<file path="src/rtl/mealy_seq_detector_param.sv">
// Parametrised Mealy serial-pattern detector with KMP fallback,
// run-time overlap select and a saturating match counter.
module mealy_seq_detector_param #(
    parameter int                 PAT_LEN = 4,
    parameter logic [PAT_LEN-1:0] PATTERN = 4'b1011,
    parameter int                 CNT_W   = 8
) (
    input  logic             clock,
    input  logic             reset,
    input  logic             x,
    input  logic             x_valid,
    input  logic             overlap,
    input  logic             count_clr,
    output logic             y,
    output logic             y_q,
    output logic [CNT_W-1:0] match_count,
    output logic             count_sat
);

    localparam int SW = (PAT_LEN > 2) ? $clog2(PAT_LEN) : 1;
    localparam logic [SW-1:0] LAST = SW'(PAT_LEN - 1);
    localparam logic [CNT_W-1:0] CMAX = {CNT_W{1'b1}};

    // Longest proper prefix of PATTERN that is a suffix of
    // (first k pattern bits followed by b).
    function automatic int kmp(input int k, input logic b);
        logic s [PAT_LEN];
        int   len;
        int   res;
        logic ok;
        for (int i = 0; i < PAT_LEN; i++)
            s[i] = (i < k) ? PATTERN[PAT_LEN-1-i] : b;
        len = k + 1;
        res = 0;
        for (int j = 1; j < PAT_LEN; j++) begin
            if (j <= len) begin
                ok = 1'b1;
                for (int i = 0; i < PAT_LEN; i++)
                    if (i < j && PATTERN[PAT_LEN-1-i] != s[len-j+i])
                        ok = 1'b0;
                if (ok)
                    res = j;
            end
        end
        return res;
    endfunction

    logic [SW-1:0]      nxt0 [PAT_LEN];
    logic [SW-1:0]      nxt1 [PAT_LEN];
    logic [PAT_LEN-1:0] expv;

    for (genvar g = 0; g < PAT_LEN; g++) begin : g_tbl
        assign nxt0[g] = SW'(kmp(g, 1'b0));
        assign nxt1[g] = SW'(kmp(g, 1'b1));
        assign expv[g] = PATTERN[PAT_LEN-1-g];
    end

    logic [SW-1:0] k;
    logic [SW-1:0] k_nxt;
    logic          hit;

    assign hit = x_valid && !reset && (x == expv[k]);
    assign y   = hit && (k == LAST);

    always_comb begin
        k_nxt = k;
        if (x_valid) begin
            if (y && !overlap)
                k_nxt = '0;
            else if (hit && k != LAST)
                k_nxt = k + SW'(1);
            else
                k_nxt = x ? nxt1[k] : nxt0[k];
        end
    end

    always_ff @(posedge clock) begin
        if (reset) begin
            k           <= '0;
            y_q         <= 1'b0;
            match_count <= '0;
            count_sat   <= 1'b0;
        end else begin
            k   <= k_nxt;
            y_q <= y;
            if (count_clr) begin
                match_count <= '0;
                count_sat   <= 1'b0;
            end else if (y && match_count != CMAX) begin
                match_count <= match_count + CNT_W'(1);
                if (match_count == CMAX - CNT_W'(1))
                    count_sat <= 1'b1;
            end
        end
    end

endmodule
</file>
<file path="config.mk">
export PLATFORM = sky130hd
export DESIGN_NAME = mealy_seq_detector_param
export DESIGN_NICKNAME = d
export VERILOG_FILES = /design/src/rtl/mealy_seq_detector_param.sv
export SDC_FILE = /design/constraint.sdc
export NUM_CORES = 1
export LEC_CHECK = 0
export ABC_CLOCK_PERIOD_IN_PS = 1700
export CAP_MARGIN = 30
export CELL_PAD_IN_SITES_DETAIL_PLACEMENT = 1
export CELL_PAD_IN_SITES_GLOBAL_PLACEMENT = 1
export CORE_ASPECT_RATIO = 1.5
export CORE_MARGIN = 3
export CORE_UTILIZATION = 32
export CTS_BUF_LIST = sky130_fd_sc_hd__clkbuf_16
export CTS_CLUSTER_SIZE = 28
export DETAILED_ROUTE_END_ITERATION = 8
export PLACE_DENSITY = 0.73
export SLEW_MARGIN = 15
export SYNTH_ARGS = -nofsm -noshare
export SYNTH_HDL_FRONTEND = slang
export SYNTH_SLANG_ARGS = --single-unit
export TNS_END_PERCENT = 10
</file>
<file path="constraint.sdc">
create_clock -name clock -period 1.7 [get_ports clock]
set_clock_uncertainty 0.05 [all_clocks]
set_input_delay 0.255 -clock clock [delete_from_list [all_inputs] [get_ports clock]]
set_output_delay 0.255 -clock clock [all_outputs]
set_load 0.03 [all_outputs]
</file>
; Yosys cells after proc, flatten, opt, wreduce, memory -nomap -nowiden
; Index checks and enable logic that the tools add are counted.
; Widths: inputs -> output; s select.
[word_totals]
register_bits = 12
input_bits = 6
output_inout_bits = 11
wordCells = 35
[classes]
addsub = 2
n_lt_le_gt_ge = 2
n_eq_ne = 5
muxes = 11
bitwise = 1
n_reduce_logical = 10
[ops]
columns = op, count
row1 = $mux 2, 7
row2 = $add 8x1->8 const B, 1
row3 = $bmux 2 s2, 2
row4 = $eq 8x8->1 const B, 1
row5 = $ne 8x8->1 const B, 1
row6 = $logic_and 1x1->1, 6
row7 = $ge 3x3->1 const B, 1
row8 = $lt 2x3->1 const B, 1
row9 = $not 2->3, 1
row10 = $add 2x1->2 const B, 1
row11 = $bmux 1 s2, 1
row12 = $eq 2x2->1 const B, 1
row13 = $logic_not 1->1, 2
row14 = $ne 2x2->1 const B, 1
row15 = $reduce_and 2->1, 1
row16 = $reduce_or 2->1, 1
row17 = $eq 1x1->1, 1
row18 = $mux 1, 1

; Depth between registers and ports, before layout
; Gate-level depths: netlist of run 1.
[logic_depth]
depth_word = 7
depth_mapped = 7
ltp_nobuf = 6

; Least setup slack after synthesis of run 1
; No wires, ideal clock.
[synth_path]
path_type = reg2reg
start = register k[1]
end = register match_count[3]
setup_time_ns = 0.116
arrival_ns = 1.484
setup_slack_ns = 0.049
path_stages_with_launch = 8
path_buffers = 1
period_less_slack_ns = 1.651
path_cell_list = dfxtp_1 > inv_1 > ha_1 > xor2_2 > and3_2 > buf_6 > and4_1 > o211a_1
[synth_between]
elab_chain_cells = 6
word_cells_on_any_way = 7
classes_between = 2 x eq/ne / 2 x mux / 3 x reduce/logical
[synth_rtl]
columns = item, line_no
row1 = start: declaration, 58  ; logic [SW-1:0] k;
row2 = start signal: assignment, 84  ; k <= k_nxt;
row3 = $bmux 1 s2, 62  ; assign hit = x_valid && !reset && (x == expv[k]);
row4 = $mux 1 (implied by the code), 62
row5 = $eq 1x1->1, 62
row6 = $logic_and 1x1->1, 62
row7 = $logic_and 1x1->1 *, 63  ; assign y = hit && (k == LAST);
row8 = named net y, 14  ; output logic y,
row9 = $logic_and 1x1->1 *, 89  ; end else if (y && match_count != CMAX) begin
row10 = end signal: assignment, 90  ; match_count <= match_count + CNT_W'(1);
row11 = end: declaration, 16  ; output logic [CNT_W-1:0] match_count,
; The timed path passes the listed nets; every way through them passes the cells marked *. The select of a mux whose other input is x is not followed.
; A chain may end at the register's enable or synchronous reset.

; Worst setup path after layout of run 1
[layout_path]
start = register k[0]
end = output y
[layout_between]
elab_chain_cells = 5
word_cells_on_any_way = 6
classes_between = 2 x eq/ne / 2 x mux / 2 x reduce/logical
[layout_rtl]
columns = item, line_no
row1 = $bmux 1 s2, 62
row2 = $mux 1 (implied by the code), 62
row3 = $eq 1x1->1, 62
row4 = $logic_and 1x1->1, 62
row5 = $logic_and 1x1->1 *, 63
row6 = end: declaration, 14
; Every way passes the cells marked *; elsewhere a longest branch is shown, timed or not. The select of a mux whose other input is x is not followed.

==> run_results.csv, run 1 <==
group,metric,value,unit
place,placedInstanceArea,928.4,sq um
setup_path,crit_arrival,1.38,ns
timing,post-route-period-util,98.93,%
grt,grt-ovfl-total,0,
floorplanning,fp.dieH,64.02,um
timing,slew_headroom,78.37,%
finish,fin_nets,118,
power_and_ir_drop,total_power,0.7917,mW
detailed_routing,vias_per_cell,5.520,
setup_path,worst-setup-path-type,"reg -> out",
timing,fin_hold_ws,0.4141,ns
synthesis,yosysSeqAreaShare,33.45,%
synthesis,ys_async_sr_fraction,0,%
synthesis,yosys-top-cells-area,"dfxtp_1 33%, ha_1 8.7%, nand4_1 3.5%",
worst_hold_path,hold_class,"reg -> reg",
power_and_ir_drop,p_sw,0.1596,mW
finish,area_delta_synth_final,47.04,%
grt,grt_pass1_wl,3.312,mm
timing,setup-violations-final,0,
floorplanning,dieArea,2860,sq um
grt,grt_max_degree,9,
grt,grt_antenna_before_repair,0,
timing,finalHoldViolCount,0,
setup_path,cp.required,1.39,ns
synthesis,yosys.area.top_type_share,33.45,%
synthesis,synthFlopType,"dfxtp_1",
grt,grt_usage,15.94,%
power_and_ir_drop,pwr-share-comb,8.8,%
finish,antennaDiodeCount,0,
setup_path,critPathMaxFanout,5,
clocking,cts_tree,"done",
power_and_ir_drop,leakage,0.5230,nW
clocking,cts_buffers,3,
finish,post-route-cell-area,1056,sq um
timing,grt_setup_unrepaired,"true",
floorplanning,row_count,20,
synthesis,synth_seq_cells,12,
finish,post-route-util,50.84,%
power_and_ir_drop,ir_drop,557.8,uV
power_and_ir_drop,p_clk_share,54.7,%
timing,fmax,594.6,MHz
synthesis,ys_warn_count,0,
synthesis,syn_avg_cell_area,8.977,sq um
synthesis,synth_edf_count,0,
synthesis,syn-instance-count,80,
floorplanning,die_w,44.68,um
clocking,clk_latency,0.24,ns
floorplanning,core,2077,sq um
synthesis,syn_nets,91,
detailed_routing,dr.pass1.iters,4,
outcome,outcome,"completed",
timing,tns,0,ns
synthesis,ys_types,36,
timing,final_max_slew_viol_count,0,
floorplanning,initial_core_util,34.58,%
clocking,clkTransAtPathRegs,0.04,ns
timing,period_needed,1.682,ns
synthesis,synth_top_area_cell,"dfxtp_1",
power_and_ir_drop,power_density,749.7,nW/um^2
floorplanning,num_io_pins,17,
clocking,cts_buffer_depth,2,
setup_path,cp-end-kind,"output port",
power_and_ir_drop,intPower,0.6321,mW
clocking,ctsHoldBuffers,0,
clocking,cts_sinks,12,
clocking,cts_htree_levels,1,
detailed_routing,ant_nets,0,
power_and_ir_drop,seq_power_share,36.5,%
finish,drive_gt1_share,26.67,%
timing,worstMarginPinSlew,0.3220,ns
detailed_routing,drtIter0Drc,17,
synthesis,netlist_area,718.2,sq um
grt,grt_pass1_vias,711,
place,globalplace.congestion,0.7519,
clocking,root_buffer,"clkbuf_16",
place,dpl.hpwl,1.409,mm
detailed_routing,wirelength,1.962,mm
setup_path,worstSetupStartpointType,"register",
job,maxCapViolations,0,
detailed_routing,vias,701,
place,portBuffers,16,
detailed_routing,wire_per_inst,15.45,um
power_and_ir_drop,p_sw_share,20.16,%
detailed_routing,post-route-drc-count,0,
==> power by group through the flow <==
stage / Combinational, mW / Sequential [mW] / Clock, mW
6_report: 0.0700 / 0.289 / 0.433
5_1_grt: 0.0779 / 0.289 / 0.452
4_1_cts: 0.0667 / 0.288 / 0.441
3_5_place_dp: 0.0572 / 0.293 / 0
3_3_place_gp: 0.0541 / 0.293 / 0
2_1_floorplan: 0.0290 / 0.293 / 0
==> synthesized netlist by cell type (2+ instances only) <==
cell type	count
nor2_1	5
and3_2	3
ha_1	5
mux2i_1	2
nand2_1	6
a31o_2	2
a22o_1	2
dfxtp_1	12
a21oi_1	4
a21boi_0	2
nand4_1	4
nor3_1	2
and3_1	3
inv_1	5
and4_1	2
==> area by class of cell <==
| cell class | count | area (sq um) |
|---|---|---|
| clock buffer | 3 | 75.07 |
| sequential | 12 | 242.7 |
| tap | 22 | 27.53 |
| timing repair buffer | 25 | 240.2 |
| inverter | 5 | 18.77 |
| fill | 243 | 1021 |
| multi-input combinational | 60 | 451.7 |
==> layer usage <==
metal	GRT usage, %	up-vias	wire (um)
met1	17.92	336	782
met2	25.72	16	1037
met3	3.944	4	98
li1	-	345	-
met4	9.811	0	44
met5	0	-	0
==> per-stage QoR <==
stage                     setup slack (ns)  instances
final                              0.01818        127
after CTS                         0.006803        127
after global placement             -0.1145        121
after detailed placement           -0.2281        121
after global routing              -0.04234        127
after floorplan                    0.04939         80
==> registers in the layout, indices dropped and copies added, names as in the netlist <==
register     cells
match_count      8
y_q              1
k                2
count_sat        1
==> cell usage in the layout, fill, tap and decap left out, types with 2 or more instances in the layout <==
cell             synthesis  layout
nor3_1                   2       2
buf_4                    0       9
nor2_1                   5       5
clkdlybuf4s50_1          0       9
a31o_2                   2       2
and4_1                   2       2
a21oi_1                  4       4
a22o_1                   2       2
dlymetal6s2s_1           0       5
ha_1                     5       4
nand2_1                  6       6
clkbuf_16                0       3
a21boi_0                 2       2
inv_1                    5       5
and3_1                   3       3
nand4_1                  4       4
and3_2                   3       2
mux2i_1                  2       2
dfxtp_2                  0       2
dfxtp_1                 12      10
==> path summary, 6_finish.rpt <==
kind               endpoint  cells after the start  slack (ns)       from
hold / removal    count_sat                      2        0.41  count_sat
hold reg to reg   count_sat                      2        0.41  count_sat
setup reg to reg       k[0]                      7        0.05       k[1]
setup / recovery          y                      4        0.02       k[0]
==> logic make-up after synthesis <==
kind of cell,synth area share (%)
DFF,33.45
buffers and inverters,5.400
adders and majority gates,8.711
AOI/OAI and AO/OA,20.04
and+or+nand+nor,25.79
muxes,4.355
xor gates and xnor gates,2.265
==> critical path, stage by stage, from the launching register on <==
cell     delay, ns
dfxtp_2       0.36
ha_2          0.20
xor2_2        0.20
and3_4        0.22
buf_4         0.15
==> repair_timing <==
action,CTS,global route
buffers inserted,3,0
pin swaps,1,2
gates resized for setup,5,9
cloned,0,0
endpoints found under the setup margin,3,12
Note: power is estimated with default switching activity, not from simulation.
==> run 2: changes to the inputs <==
CAP_MARGIN = not set   (was 30)
CORE_ASPECT_RATIO = 1.2   (was 1.5)
GPL_TIMING_DRIVEN = 0   (was not set)
==> run 2 against run 1 <==
Flip-flop and latch count stayed put. Sequential power hardly changed. First-iteration DRC count is 76% lower. Via count is 0.29% higher. Clock power is 1% higher. Combinational power is 2% lower. Die area is 0.33% lower. Clock-buffer cell count stayed put. Highest routed layer unchanged.
==> run_results.csv, run 2 (synthesis results as in run 1) <==
group,metric,value,unit
outcome,outcome,"completed",
clocking,root_buffer,"clkbuf_16",
finish,regArea,245.2,sq um
floorplanning,die_w,49.25,um
detailed_routing,vias_per_cell,5.286,
detailed_routing,drtIter0Drc,4,
timing,final_max_slew_viol_count,0,
place,dp_slack,-0.7184,ns
grt,grt_usage,15.07,%
finish,area_delta_synth_final,49.30,%
finish,antennaDiodeCount,0,
finish,filler_cell_count,245,
timing,finalHoldViolCount,0,
finish,mostFrequentLayoutCells,"10 x dfxtp_1, 10 x clkdlybuf4s50_1, 6 x nand2_1",
clocking,cts_tree,"done",
worst_hold_path,hold_class,"reg -> reg",
clocking,cts_buffer_depth,2,
grt,grt_max_degree,9,
grt,grt_pass1_wl,3.346,mm
clocking,clk_latency,0.24,ns
finish,reg.largest.list,"match_count (8), k (2)",
clocking,ctsHoldBuffers,0,
floorplanning,num_io_pins,17,
place,globalplace.congestion,0.7495,
floorplanning,initial_core_util,34.29,%
floorplanning,row_count,18,
timing,postLayoutSetupSlackWorst,0.02154,ns
grt,grt_antenna_before_repair,0,
setup_path,crit_arrival,1.37,ns
clocking,cts_buffers,3,
setup_path,critPathMaxFanout,7,
finish,largest_reg_flops,8,
place,portBuffers,16,
floorplanning,core,2095,sq um
timing,slew_headroom,72.61,%
clocking,cts_htree_levels,1,
timing,post-route-period-util,98.73,%
detailed_routing,dr.pass1.iters,4,
power_and_ir_drop,ir_drop,519.1,uV
detailed_routing,wire_per_inst,15.02,um
detailed_routing,vias,703,
floorplanning,dieArea,2851,sq um
finish,fin_nets,115,
finish,drive_gt1_share,27.18,%
setup_path,path_cells,"clkdlybuf4s50_1",
finish,multi_input_area,491.7,sq um
job,maxCapViolations,0,
detailed_routing,wirelength,1.998,mm
setup_path,cp-end-kind,"output port",
timing,setup-violations-final,0,
setup_path,crit_buf_inv,1,
detailed_routing,ant_nets,0,
detailed_routing,post-route-drc-count,0,
clocking,cts_sinks,12,
floorplanning,fp.dieH,57.90,um
power_and_ir_drop,leakage,0.4615,nW
clocking,clkTransAtPathRegs,0.05,ns
grt,grt_pass1_vias,741,
timing,fmax,595.8,MHz
power_and_ir_drop,power_density,741.7,nW/um^2
grt,grt-ovfl-total,0,
setup_path,worst-setup-path-type,"reg -> out",
setup_path,critPathSlowestCell,"clkdlybuf4s50_1",
setup_path,critPathTopFamily,"buffers and inverters",
setup_path,worstSetupStartpointType,"register",
setup_path,cp.required,1.39,ns
finish,regMostFlops,"match_count",
power_and_ir_drop,total_power,0.7953,mW
place,dpl.hpwl,1.262,mm
timing,worstMarginPinSlew,0.4109,ns
setup_path,critPathMaxStageDelay,0.71,ns
timing,period_needed,1.678,ns
[run 2: worst paths after layout]
check                           cells past startpoint  slack (ns)      startpoint        endpoint
worst min register to register                      2        0.45       count_sat       count_sat
worst min-delay path                                2        0.45       count_sat       count_sat
worst max register to register                      7        0.05            k[0]  match_count[7]
worst max-delay path                                1        0.02  match_count[4]  match_count[4]
[run 2: area by class of cell]
class	count	share of cell area (%)
inverter	5	1.750
clock buffer	3	7.001
sequential	12	22.87
multi-input combinational	60	45.86
tap	30	3.501
buffer	2	1.050
clock inverter	1	0.3501
timing repair buffer	20	17.62
[run 2: through the flow]
step	util (%)	area (sq um)	std cells	setup TNS (ns)	hold slack, ns
CTS	48.63	1018	133	-0.03975	0.4647
detailed placement	43.73	915.9	126	-2.521	0.4182
finish	51.19	1072	133	0	0.4495
global route	51.19	1072	133	-0.01485	0.4952
floorplan	-	718.2	80	0	0.3941
global placement	43.73	915.9	126	-2.129	0.4088
[run 2: routing by layer]
layer / track usage (%) / part of all wire (%) / up-vias
met5: 0 / 0 / -
met4: 7.317 / 1.8 / 0
met3: 2.314 / 3.2 / 5
met2: 25.67 / 50 / 13
met1: 18.50 / 45 / 344
li1: - / - / 341
[run 2: power breakdown]
group	total (mW)	internal, mW	switching (mW)
Clock	0.438	0.310	0.128
Combinational	0.0683	0.0345	0.0338
Sequential	0.289	0.285	0.00382
Total	0.795	0.630	0.166
[run 2: timing repair]
item | CTS | global route
hold endpoints to repair | 0 | 0
gates cloned | 0 | 0
setup buffers | 3 | 1
resized for setup | 15 | 13
endpoints found under the setup margin | 10 | 9
